<file path="src/rtl/multimode_modulator_pkg.sv">
`default_nettype none
// ============================================================================
//  Module      : multimode_modulator_pkg
//  Description : Shared definitions for the multimode modulator: modulation
//                mode codes, FSM state encoding and output level helpers.
//  Revision    : 1.0 - initial release
// ============================================================================
package multimode_modulator_pkg;

  // Modulation mode codes as presented on the mode input
  localparam logic [1:0] MODE_ASK  = 2'd0;
  localparam logic [1:0] MODE_FSK  = 2'd1;
  localparam logic [1:0] MODE_BPSK = 2'd2;
  localparam logic [1:0] MODE_NRZ  = 2'd3;

  typedef enum logic [1:0] {
    IDLE   = 2'd0,
    LOADED = 2'd1,
    TX     = 2'd2,
    DONE   = 2'd3
  } state_t;

  // Mid-scale (zero carrier) level for a given sample width
  function automatic int mid_level(input int sample_w);
    return 1 << (sample_w - 1);
  endfunction

  // Full-scale level for a given sample width
  function automatic int full_level(input int sample_w);
    return (1 << sample_w) - 1;
  endfunction

endpackage : multimode_modulator_pkg
`default_nettype wire

</file>
<file path="src/rtl/multimode_modulator_sine_lut.sv">
`default_nettype none
// ============================================================================
//  Module      : sine_lut
//  Description : Combinational sine table, one full period over 2^PHASE_W
//                entries, centred on mid-scale with amplitude MID-1.
//  Ports       : addr   in  PHASE_W   carrier phase index
//                sample out SAMPLE_W  MID + round((MID-1)*sin(2*pi*addr/N))
//  Revision    : 1.0 - initial release
// ============================================================================
module sine_lut
  import multimode_modulator_pkg::*;
#(
  parameter int PHASE_W  = 5,
  parameter int SAMPLE_W = 8
) (
  input  logic [PHASE_W-1:0]  addr,
  output logic [SAMPLE_W-1:0] sample
);

  localparam int  N   = 1 << PHASE_W;
  localparam int  MID = mid_level(SAMPLE_W);
  localparam real PI  = 3.141592653589793;

  logic [SAMPLE_W-1:0] w_table [N];

  // Table contents are elaboration-time constants; rounding is symmetric
  // about zero so the positive and negative half-waves mirror exactly.
  for (genvar i = 0; i < N; i++) begin : g_entry
    localparam real AMP = real'(MID - 1) * $sin(2.0 * PI * real'(i) / real'(N));
    localparam int  OFS = (AMP >= 0.0) ? $rtoi(AMP + 0.5) : -$rtoi(0.5 - AMP);
    assign w_table[i] = SAMPLE_W'(MID + OFS);
  end

  assign sample = w_table[addr];

endmodule : sine_lut
`default_nettype wire

</file>
<file path="src/rtl/multimode_modulator.sv">
`default_nettype none
// ============================================================================
//  Module      : multimode_modulator
//  Description : Serial ASK/FSK/BPSK/NRZ modulator. Latches a frame and its
//                configuration on init, then on send shifts the frame out
//                MSB-first as a sampled carrier for the PWM DAC stage.
//  Ports       : clk    in   system clock, rising edge
//                rst    in   asynchronous reset, active-high
//                init   in   load msg/cnt/mode while IDLE or LOADED
//                send   in   start / repeat transmission while LOADED
//                mode   in   0=ASK 1=FSK 2=BPSK 3=NRZ
//                cnt    in   carrier periods per bit (0 treated as 1)
//                msg    in   frame, MSB first
//                pwm_in out  registered output sample
//                busy   out  high while transmitting
//                done   out  one-cycle pulse after the last bit
//  Revision    : 1.0 - initial release
// ============================================================================
module multimode_modulator
  import multimode_modulator_pkg::*;
#(
  parameter int MSG_W    = 5,
  parameter int SAMPLE_W = 8,
  parameter int PHASE_W  = 5,
  parameter int CNT_W    = 3
) (
  input  logic                clk,
  input  logic                rst,
  input  logic                init,
  input  logic                send,
  input  logic [1:0]          mode,
  input  logic [CNT_W-1:0]    cnt,
  input  logic [MSG_W-1:0]    msg,
  output logic [SAMPLE_W-1:0] pwm_in,
  output logic                busy,
  output logic                done
);

  localparam int N     = 1 << PHASE_W;
  localparam int BIT_W = (MSG_W > 1) ? $clog2(MSG_W) : 1;
  localparam int CLK_W = CNT_W + PHASE_W;

  localparam logic [SAMPLE_W-1:0] c_mid  = SAMPLE_W'(mid_level(SAMPLE_W));
  localparam logic [SAMPLE_W-1:0] c_full = SAMPLE_W'(full_level(SAMPLE_W));
  localparam logic [PHASE_W-1:0]  c_half = PHASE_W'(N / 2);

  state_t              r_state;
  logic [MSG_W-1:0]    r_msg;
  logic [CNT_W-1:0]    r_cnt;
  logic [1:0]          r_mode;
  logic [PHASE_W-1:0]  r_phase;
  logic [BIT_W-1:0]    r_bit_idx;
  logic [CLK_W-1:0]    r_clk_cnt;

  logic [CNT_W-1:0]    w_cnt_eff;
  logic [CLK_W-1:0]    w_bit_last;
  logic                w_bit;
  logic [PHASE_W-1:0]  w_lut_addr;
  logic [SAMPLE_W-1:0] w_lut_sample;
  logic [SAMPLE_W-1:0] w_sample;
  logic [PHASE_W-1:0]  w_phase_step;

  // Bit length is cnt whole carrier periods, i.e. cnt followed by PHASE_W zeros
  assign w_cnt_eff  = (r_cnt == '0) ? CNT_W'(1) : r_cnt;
  assign w_bit_last = {w_cnt_eff, {PHASE_W{1'b0}}} - CLK_W'(1);
  assign w_bit      = r_msg[r_bit_idx];

  // A BPSK zero is the same carrier shifted by half a period
  assign w_lut_addr = (r_mode == MODE_BPSK && !w_bit) ? r_phase + c_half : r_phase;

  // FSK marks a one by doubling the carrier frequency
  assign w_phase_step = (r_mode == MODE_FSK && w_bit) ? PHASE_W'(2) : PHASE_W'(1);

  sine_lut #(
    .PHASE_W (PHASE_W),
    .SAMPLE_W(SAMPLE_W)
  ) u_sine_lut (
    .addr  (w_lut_addr),
    .sample(w_lut_sample)
  );

  always_comb begin
    w_sample = c_mid;
    case (r_mode)
      MODE_ASK:  w_sample = w_bit ? w_lut_sample : c_mid;
      MODE_FSK:  w_sample = w_lut_sample;
      MODE_BPSK: w_sample = w_lut_sample;
      MODE_NRZ:  w_sample = w_bit ? c_full : '0;
      default:   w_sample = c_mid;
    endcase
  end

  always_ff @(posedge clk or posedge rst) begin
    if (rst) begin
      r_state   <= IDLE;
      r_msg     <= '0;
      r_cnt     <= '0;
      r_mode    <= '0;
      r_phase   <= '0;
      r_bit_idx <= '0;
      r_clk_cnt <= '0;
      pwm_in    <= c_mid;
      busy      <= 1'b0;
      done      <= 1'b0;
    end else begin
      pwm_in <= c_mid;
      done   <= 1'b0;
      case (r_state)
        IDLE: begin
          if (init) begin
            r_msg   <= msg;
            r_cnt   <= cnt;
            r_mode  <= mode;
            r_state <= LOADED;
          end
        end
        LOADED: begin
          // send has priority so a held send repeats the latched frame
          if (send) begin
            r_state   <= TX;
            busy      <= 1'b1;
            r_phase   <= '0;
            r_bit_idx <= BIT_W'(MSG_W - 1);
            r_clk_cnt <= '0;
          end else if (init) begin
            r_msg  <= msg;
            r_cnt  <= cnt;
            r_mode <= mode;
          end
        end
        TX: begin
          pwm_in  <= w_sample;
          r_phase <= r_phase + w_phase_step;
          if (r_clk_cnt == w_bit_last) begin
            r_clk_cnt <= '0;
            if (r_bit_idx == '0) begin
              r_state <= DONE;
              busy    <= 1'b0;
              done    <= 1'b1;
            end else begin
              r_bit_idx <= r_bit_idx - BIT_W'(1);
            end
          end else begin
            r_clk_cnt <= r_clk_cnt + CLK_W'(1);
          end
        end
        DONE: begin
          r_state <= LOADED;
        end
        default: r_state <= IDLE;
      endcase
    end
  end

endmodule : multimode_modulator
`default_nettype wire

</file>
<file path="config.mk">
export PLATFORM = sky130hd
export DESIGN_NAME = multimode_modulator
export DESIGN_NICKNAME = d
export VERILOG_FILES = /design/src/rtl/multimode_modulator_pkg.sv /design/src/rtl/multimode_modulator_sine_lut.sv /design/src/rtl/multimode_modulator.sv
export SDC_FILE = /design/constraint.sdc
export NUM_CORES = 1
export LEC_CHECK = 0
export CORE_ASPECT_RATIO = 1.4
export CORE_UTILIZATION = 62
export DETAILED_ROUTE_END_ITERATION = 16
export GPL_ROUTABILITY_DRIVEN = 1
export GPL_TIMING_DRIVEN = 0
export PLACE_DENSITY = 0.85
export REMOVE_ABC_BUFFERS = 1
export SLEW_MARGIN = 20
export SYNTH_ARGS = -nofsm -noshare
export SYNTH_HDL_FRONTEND = slang
export SYNTH_HIERARCHICAL = 1
export SYNTH_SLANG_ARGS = --single-unit
export TNS_END_PERCENT = 1
</file>
<file path="constraint.sdc">
create_clock -name clk -period 6.03 [get_ports clk]
set_input_delay 0.603 -clock clk [delete_from_list [all_inputs] [get_ports clk]]
set_output_delay 0.603 -clock clk [all_outputs]
set_load 0.01 [all_outputs]
</file>
==> results of run 1 <==
per-stage QoR:
step,utilization,hold slack (ns),total power [W],setup slack [ns],std cells
6_report,0.7411,0.5120,0.001210,3.133,327
2_1_floorplan,-,0.4677,0.0008379,3.517,252
3_3_place_gp,0.7034,0.4892,0.0009618,3.041,318
4_1_cts,0.7401,0.5119,0.001216,3.164,327
3_5_place_dp,0.7104,0.5005,0.0009889,3.172,319
5_1_grt,0.7411,0.5286,0.001301,2.963,327
report_power, final:
part | internal, W | switching (W) | leakage (nW)
Sequential | 0.000324 | 0.0000775 | 0.489
Combinational | 0.000264 | 0.000322 | 0.787
Clock | 0.000135 | 0.0000882 | 0.0585
Total | 0.000722 | 0.000488 | 1.33
cells in the final DEF, fill, tap and decap left out, types with 3 or more instances in the layout:
cell type        instances
nor2_1                  14
and3_1                   3
o21a_1                   3
a41o_1                   7
a21oi_1                  4
xor2_1                   4
dfrtp_1                 37
a22o_1                   4
clkdlybuf4s50_1         23
a21o_1                   4
o2bb2ai_1                3
a31oi_1                  4
mux2_2                  10
or3_1                    4
ha_1                    22
nor2b_1                  5
o21ai_0                 22
nand3_1                  7
inv_1                   13
nor3_1                   4
mux2i_1                 11
clkbuf_8                 6
nand2_1                 32
worst reg2reg max path: stages (launching register included):
cell and delay, ns:
dfrtp_1 0.41, inv_1 0.11, ha_1 0.65, clkinv_1 0.46
o21ai_1 0.61, o21ai_0 0.25, a22o_1 0.29
cells by family (layout without fill, tap and decap cells):
logic type	count (synthesis)	in the layout	share of synthesized area
AO/OA/AOI/OAI	66	66	0.1773
adder cells (fa/ha/maj)	23	23	0.1159
AND/OR/NAND/NOR	79	79	0.1493
flip-flops	38	38	0.3738
multiplexers	24	24	0.1081
XOR/XNOR	7	7	0.02407
buffers and inverters	30	47	0.05157
final cells by class:
class                           instances  area, sq um  share of cell area
Multi-Input combinational cell        199         1475              0.5080
Sequential cell                        38        952.2              0.3279
Timing Repair Buffer                   24        250.2             0.08617
Clock buffer                            7        86.33             0.02973
Inverter                               15        56.30             0.01939
Tap cell                               43        53.80             0.01853
Clock inverter                          1        30.03             0.01034
metal layers:
layer,vias to the layer above,GRT usage
met5,-,0
met1,957,0.2651
met4,0,0.08049
met3,5,0.03500
li1,981,-
met2,36,0.4357
registers in the layout, indices dropped and copies added (netlist names):
name and cells:
busy 1, pwm_in 8, r_clk_cnt 8, r_mode 2, r_state 2, r_cnt 3, r_phase 5, done 1
r_msg 5, r_bit_idx 3
worst min path at each step:
stage	from	endpoint	slack, ns	cells after the start
after global routing	rst	r_clk_cnt[7]	0.53	2
after detailed placement	r_msg[2]	r_msg[2]	0.50	1
after CTS	rst	done	0.51	2
after floorplan	r_clk_cnt[1]	r_clk_cnt[1]	0.47	2
final	rst	done	0.51	2
after global placement	r_msg[1]	r_msg[1]	0.49	1
==> flow_metrics.py, run 1 <==
metrics = {
    "global_routing": {
        "overflow": 0,
        "grt_usage": 0.2331,
        "grt_pass1_wl_um": 7948,
        "antenna_found_initial": 0,
        "grt_max_degree": 34,
        "grt_pass1_vias": 1815,
    },
    "synthesis": {
        "synth_ff_type": "dfrtp_1",
        "ys_types": 50,
        "ys_ff_latch": 38,
        "syn_inst": 267,
        "synth-seq-area-share": 0.3738,
        "synth_area_per_cell_sq_um": 9.541,
        "synth_most_common_cell": "dfrtp_1",
        "synthTopCellsByCount": "37 x dfrtp_1, 32 x nand2_1, 22 x ha_1, 22 x o21ai_0",
        "syn_area_sq_mm": 0.002547,
        "synth_top_area_share": 0.3635,
        "synth-async-reset-ratio": 1.000,
        "yosysTopAreaCell": "dfrtp_1",
        "ys_warn_count": 6,
        "synth_edf_count": 0,
        "synth.area.top_cells": "dfrtp_1 36%, ha_1 11%, nand2_1 4.7%",
    },
    "setup_path": {
        "path_buf_inv": 2,
        "worstPathRequired_ns": 6.21,
        "r2r_end": "r_bit_idx[1]",
        "worstSetupEndpointType": "register",
        "cp_top_family": "compound AO/OA/AOI/OAI gates",
        "crit_fanout": 20,
        "cp_slowest_cell": "ha_1",
        "critPathArrivalTime_ns": 3.08,
        "start_kind": "register",
        "crit_start": "r_state[0]",
        "crit_cells": 6,
        "cp_slowest_stage_delay_ns": 0.65,
        "crit_type": "register to register",
        "rr_worst_depth": 6,
        "crit-reg2reg-launch": "r_state[0]",
        "path_cells": "inv_1 > ha_1 > clkinv_1 > o21ai_1 > o21ai_0 > a22o_1",
        "worstSetupEndpoint": "r_bit_idx[1]",
        "rrSetupSlack_ns": 3.13,
    },
    "placed_design": {
        "io_buffer_count": 23,
        "placed_area_sq_mm": 0.002784,
        "gp_congestion": 0.8100,
        "dp_hpwl_um": 3339,
    },
    "sta": {
        "fin_crit_ns": 2.897,
        "fin_crit_sh": 0.4805,
        "slew_headroom": 0.4175,
        "rsz0062_at_grt": "no",
        "fmax_ghz": 0.3452,
        "slew_violations": 0,
        "finClkSkew_ns": 0.009833,
        "tns_ns": 0,
        "finalSetupViolCount": 0,
        "worst_pin_slew_ns": 0.8737,
        "hold_viol": 0,
    },
    "floorplanning": {
        "dieArea_sq_mm": 0.004373,
        "num_rows": 27,
        "initial_core_util": 0.6501,
        "fp.dieW_um": 56.18,
        "fp.dieH_um": 77.85,
        "core_sq_mm": 0.003919,
        "io_pins": 24,
    },
    "cts": {
        "clock-sinks": 38,
        "cts_root_buf": "clkbuf_8",
        "cts_made_buffers": 5,
        "htree_levels": 2,
        "post-cts-setup-buffers": 0,
        "cts-hold-fix-buffers": 0,
        "cts_resized": 0,
        "cts_buffer_depth": 2,
        "clk_pin_slew_ns": 0.08,
        "clkLatencyLatePin_ns": 0.29,
        "cts_tree": "yes",
    },
    "finish": {
        "syn2layout_area_growth_pct": 14.00,
        "fin_nets": 320,
        "fillers": 286,
        "design_area_sq_mm": 0.002904,
        "drive_gt1_frac": 0.1021,
        "diodes": 0,
    },
    "route": {
        "first_iter_violations": 92,
        "top_layer": "met4",
        "wl_per_cell_um": 14.49,
        "drc_errors": 0,
        "wl_um": 4737,
        "vias": 1979,
        "drtPass1Iterations": 4,
        "routed_via_density": 6.052,
        "met3_wirelength_um": 114,
        "ant_nets": 0,
        "met2WireLength_um": 2574,
        "wl_met1_um": 1976,
    },
    "job": {
        "maxCapViolCount": 0,
    },
    "run_status": {
        "outcome": "complete, no violations",
    },
    "power": {
        "peakVddDrop_mv": 0.3270,
        "power_density_mw_per_mm2": 416.7,
        "leakagePower_nw": 1.334,
    },
    "worst_hold_path": {
        "hold_path_class": "input pin to async pin",
    },
}
Power figures use the tool's default switching activity.
==> inputs of run 2 (changes only) <==
--- a/config.mk
+++ b/config.mk
@@ -6,11 +6,11 @@
 export NUM_CORES = 1
 export LEC_CHECK = 0
 export CORE_ASPECT_RATIO = 1.4
-export CORE_UTILIZATION = 62
+export CORE_UTILIZATION = 57
 export DETAILED_ROUTE_END_ITERATION = 16
 export GPL_ROUTABILITY_DRIVEN = 1
 export GPL_TIMING_DRIVEN = 0
-export PLACE_DENSITY = 0.85
+export PLACE_DENSITY = 0.79
 export REMOVE_ABC_BUFFERS = 1
 export SLEW_MARGIN = 20
 export SYNTH_ARGS = -nofsm -noshare
==> constraint.sdc (replaced) <==
create_clock -name clk -period 3 [get_ports clk]
set_input_delay 0.3 -clock clk [delete_from_list [all_inputs] [get_ports clk]]
set_output_delay 0.3 -clock clk [all_outputs]
set_load 0.01 [all_outputs]
==> run 2 against run 1 <==
Net effect:
- total power increased by 100%
- largest power group unchanged
- clock-buffer cell count unchanged
- fmax increased by 4.7%
- sequential share of layout area decreased by 0.35 points
==> flow_metrics.py, run 2 (synthesis gave the netlist of run 1 again) <==
metrics = {
    "finish": {
        "layout_commonest_cell": "dfrtp_1",
        "syn2layout_area_growth_pct": 15.23,
        "final_cell_mix": "37 x dfrtp_1, 32 x nand2_1, 23 x clkdlybuf4s50_1",
        "reg.largest.list": "pwm_in (8), r_clk_cnt (8)",
        "diodes": 0,
        "layout.cells.non_filler": 345,
        "fin_nets": 321,
        "drive_gt1_frac": 0.1088,
    },
    "floorplanning": {
        "io_pins": 24,
        "fp.dieW_um": 58.50,
        "num_rows": 28,
        "dieArea_sq_mm": 0.004744,
        "fp.dieH_um": 81.10,
        "core_sq_mm": 0.004274,
        "initial_core_util": 0.5960,
    },
    "sta": {
        "fin_crit_sh": 0.9225,
        "worst_pin_slew_ns": 0.8829,
        "fmax_ghz": 0.3613,
        "tns_ns": 0,
        "hold_viol": 0,
        "slew_headroom": 0.4114,
        "fin_crit_ns": 2.768,
        "slew_violations": 0,
        "finClkSkew_ns": 0.008603,
        "finalSetupViolCount": 0,
        "rsz0062_at_grt": "no",
    },
    "cts": {
        "clk_pin_slew_ns": 0.08,
        "clkLatencyLatePin_ns": 0.30,
        "cts_tree": "yes",
        "clock-sinks": 38,
        "cts_made_buffers": 5,
        "cts_root_buf": "clkbuf_8",
        "cts_buffer_depth": 2,
        "htree_levels": 2,
    },
    "global_routing": {
        "overflow": 0,
        "grt_pass1_wl_um": 8211,
        "antenna_found_initial": 0,
        "grt_max_degree": 32,
        "grt_usage": 0.2300,
        "grt_pass1_vias": 1850,
    },
    "job": {
        "maxCapViolCount": 0,
    },
    "power": {
        "power_density_mw_per_mm2": 833.8,
        "peakVddDrop_mv": 0.5815,
        "leakagePower_nw": 1.340,
        "fin_total_pwr_w": 0.002447,
    },
    "setup_path": {
        "worstPathRequired_ns": 3.23,
        "critPathArrivalTime_ns": 3.00,
        "crit_type": "register to register",
        "start_kind": "register",
        "crit_fanout": 16,
        "worstSetupEndpointType": "register",
    },
    "placed_design": {
        "dp_hpwl_um": 3448,
        "dp_cells": 336,
        "io_buffer_count": 23,
        "gp_congestion": 0.8206,
    },
    "route": {
        "routed_via_density": 5.841,
        "drtPass1Iterations": 4,
        "wl_per_cell_um": 13.99,
        "first_iter_violations": 102,
        "vias": 2015,
        "wl_um": 4827,
        "ant_nets": 0,
        "drc_errors": 0,
    },
    "run_status": {
        "outcome": "complete, no violations",
    },
    "worst_hold_path": {
        "hold_path_class": "input pin to async pin",
    },
}
run 2: cell types whose count changed in the layout (fill, tap and decap cells not counted), sizes merged:
cell and delta:
buf +1
run 2: per-layer routing:
| layer | vias to the layer above | share of wire | track usage | routed length (um) |
|---|---|---|---|---|
| met5 | - | 0 | 0 | 0 |
| met4 | 0 | 0.031 | 0.1310 | 150 |
| met3 | 12 | 0.026 | 0.03503 | 126 |
| met2 | 43 | 0.52 | 0.3989 | 2524 |
| met1 | 978 | 0.42 | 0.2675 | 2025 |
| li1 | 982 | - | - | - |
run 2: where the power goes:
group | internal (W) | total [W] | switching, W
registers | 0.000651 | 0.000809 | 0.000158
clock network | 0.000271 | 0.000454 | 0.000182
logic | 0.000537 | 0.00118 | 0.000648
run 2: cell type report:
type / count / area, sq um
clock inverter: 1 / 30.03
fill: 355 / 1339
clock buffer: 7 / 86.33
inverter: 15 / 56.30
timing repair buffer: 25 / 257.7
tap: 60 / 75.07
multi-input combinational: 199 / 1478
sequential: 38 / 952.2
run 2: what timing repair did:
item | 4_1_cts | 5_1_grt
setup endpoints to repair | 0 | 3
setup buffers | 0 | 0
resized for setup | 0 | 2
hold buffers | 0 | 0
run 2: per-stage QoR:
stage	instance area (sq um)	hold slack (ns)	setup slack (ns)	utilization
detailed placement	2805	0.4987	0.1496	0.6563
global placement	2778	0.4876	-0.02107	0.6499
finish	2935	0.2307	0.2324	0.6868
floorplan	2472	0.4168	0.4866	-
CTS	2922	0.2379	0.1458	0.6835
global route	2935	0.2651	0.06800	0.6868
run 2: final timing paths:
| path | from | to | slack [ns] | depth (start not counted) |
|---|---|---|---|---|
| max | r_bit_idx[1] | pwm_in[5] | 0.23 | 10 |
| min | rst | pwm_in[4] | 0.23 | 2 |
| max reg2reg | r_bit_idx[1] | pwm_in[5] | 0.23 | 10 |
| min reg2reg | r_msg[0] | r_msg[0] | 0.51 | 1 |
| max in group asynchronous | rst | pwm_in[7] | 2.27 | 3 |
| min in group clk | r_msg[0] | r_msg[0] | 0.51 | 1 |
run 2: worst max-delay path, cell delays in order, from the launching register on:
cell,delay (ns)
dfrtp_1,0.44
mux2i_1,0.26
nor2_1,0.06
a31oi_1,0.18
o21a_1,0.22
nand2_1,0.11
xnor2_2,0.60
nand2_1,0.16
o221a_2,0.29
a21oi_1,0.19
a41o_1,0.19
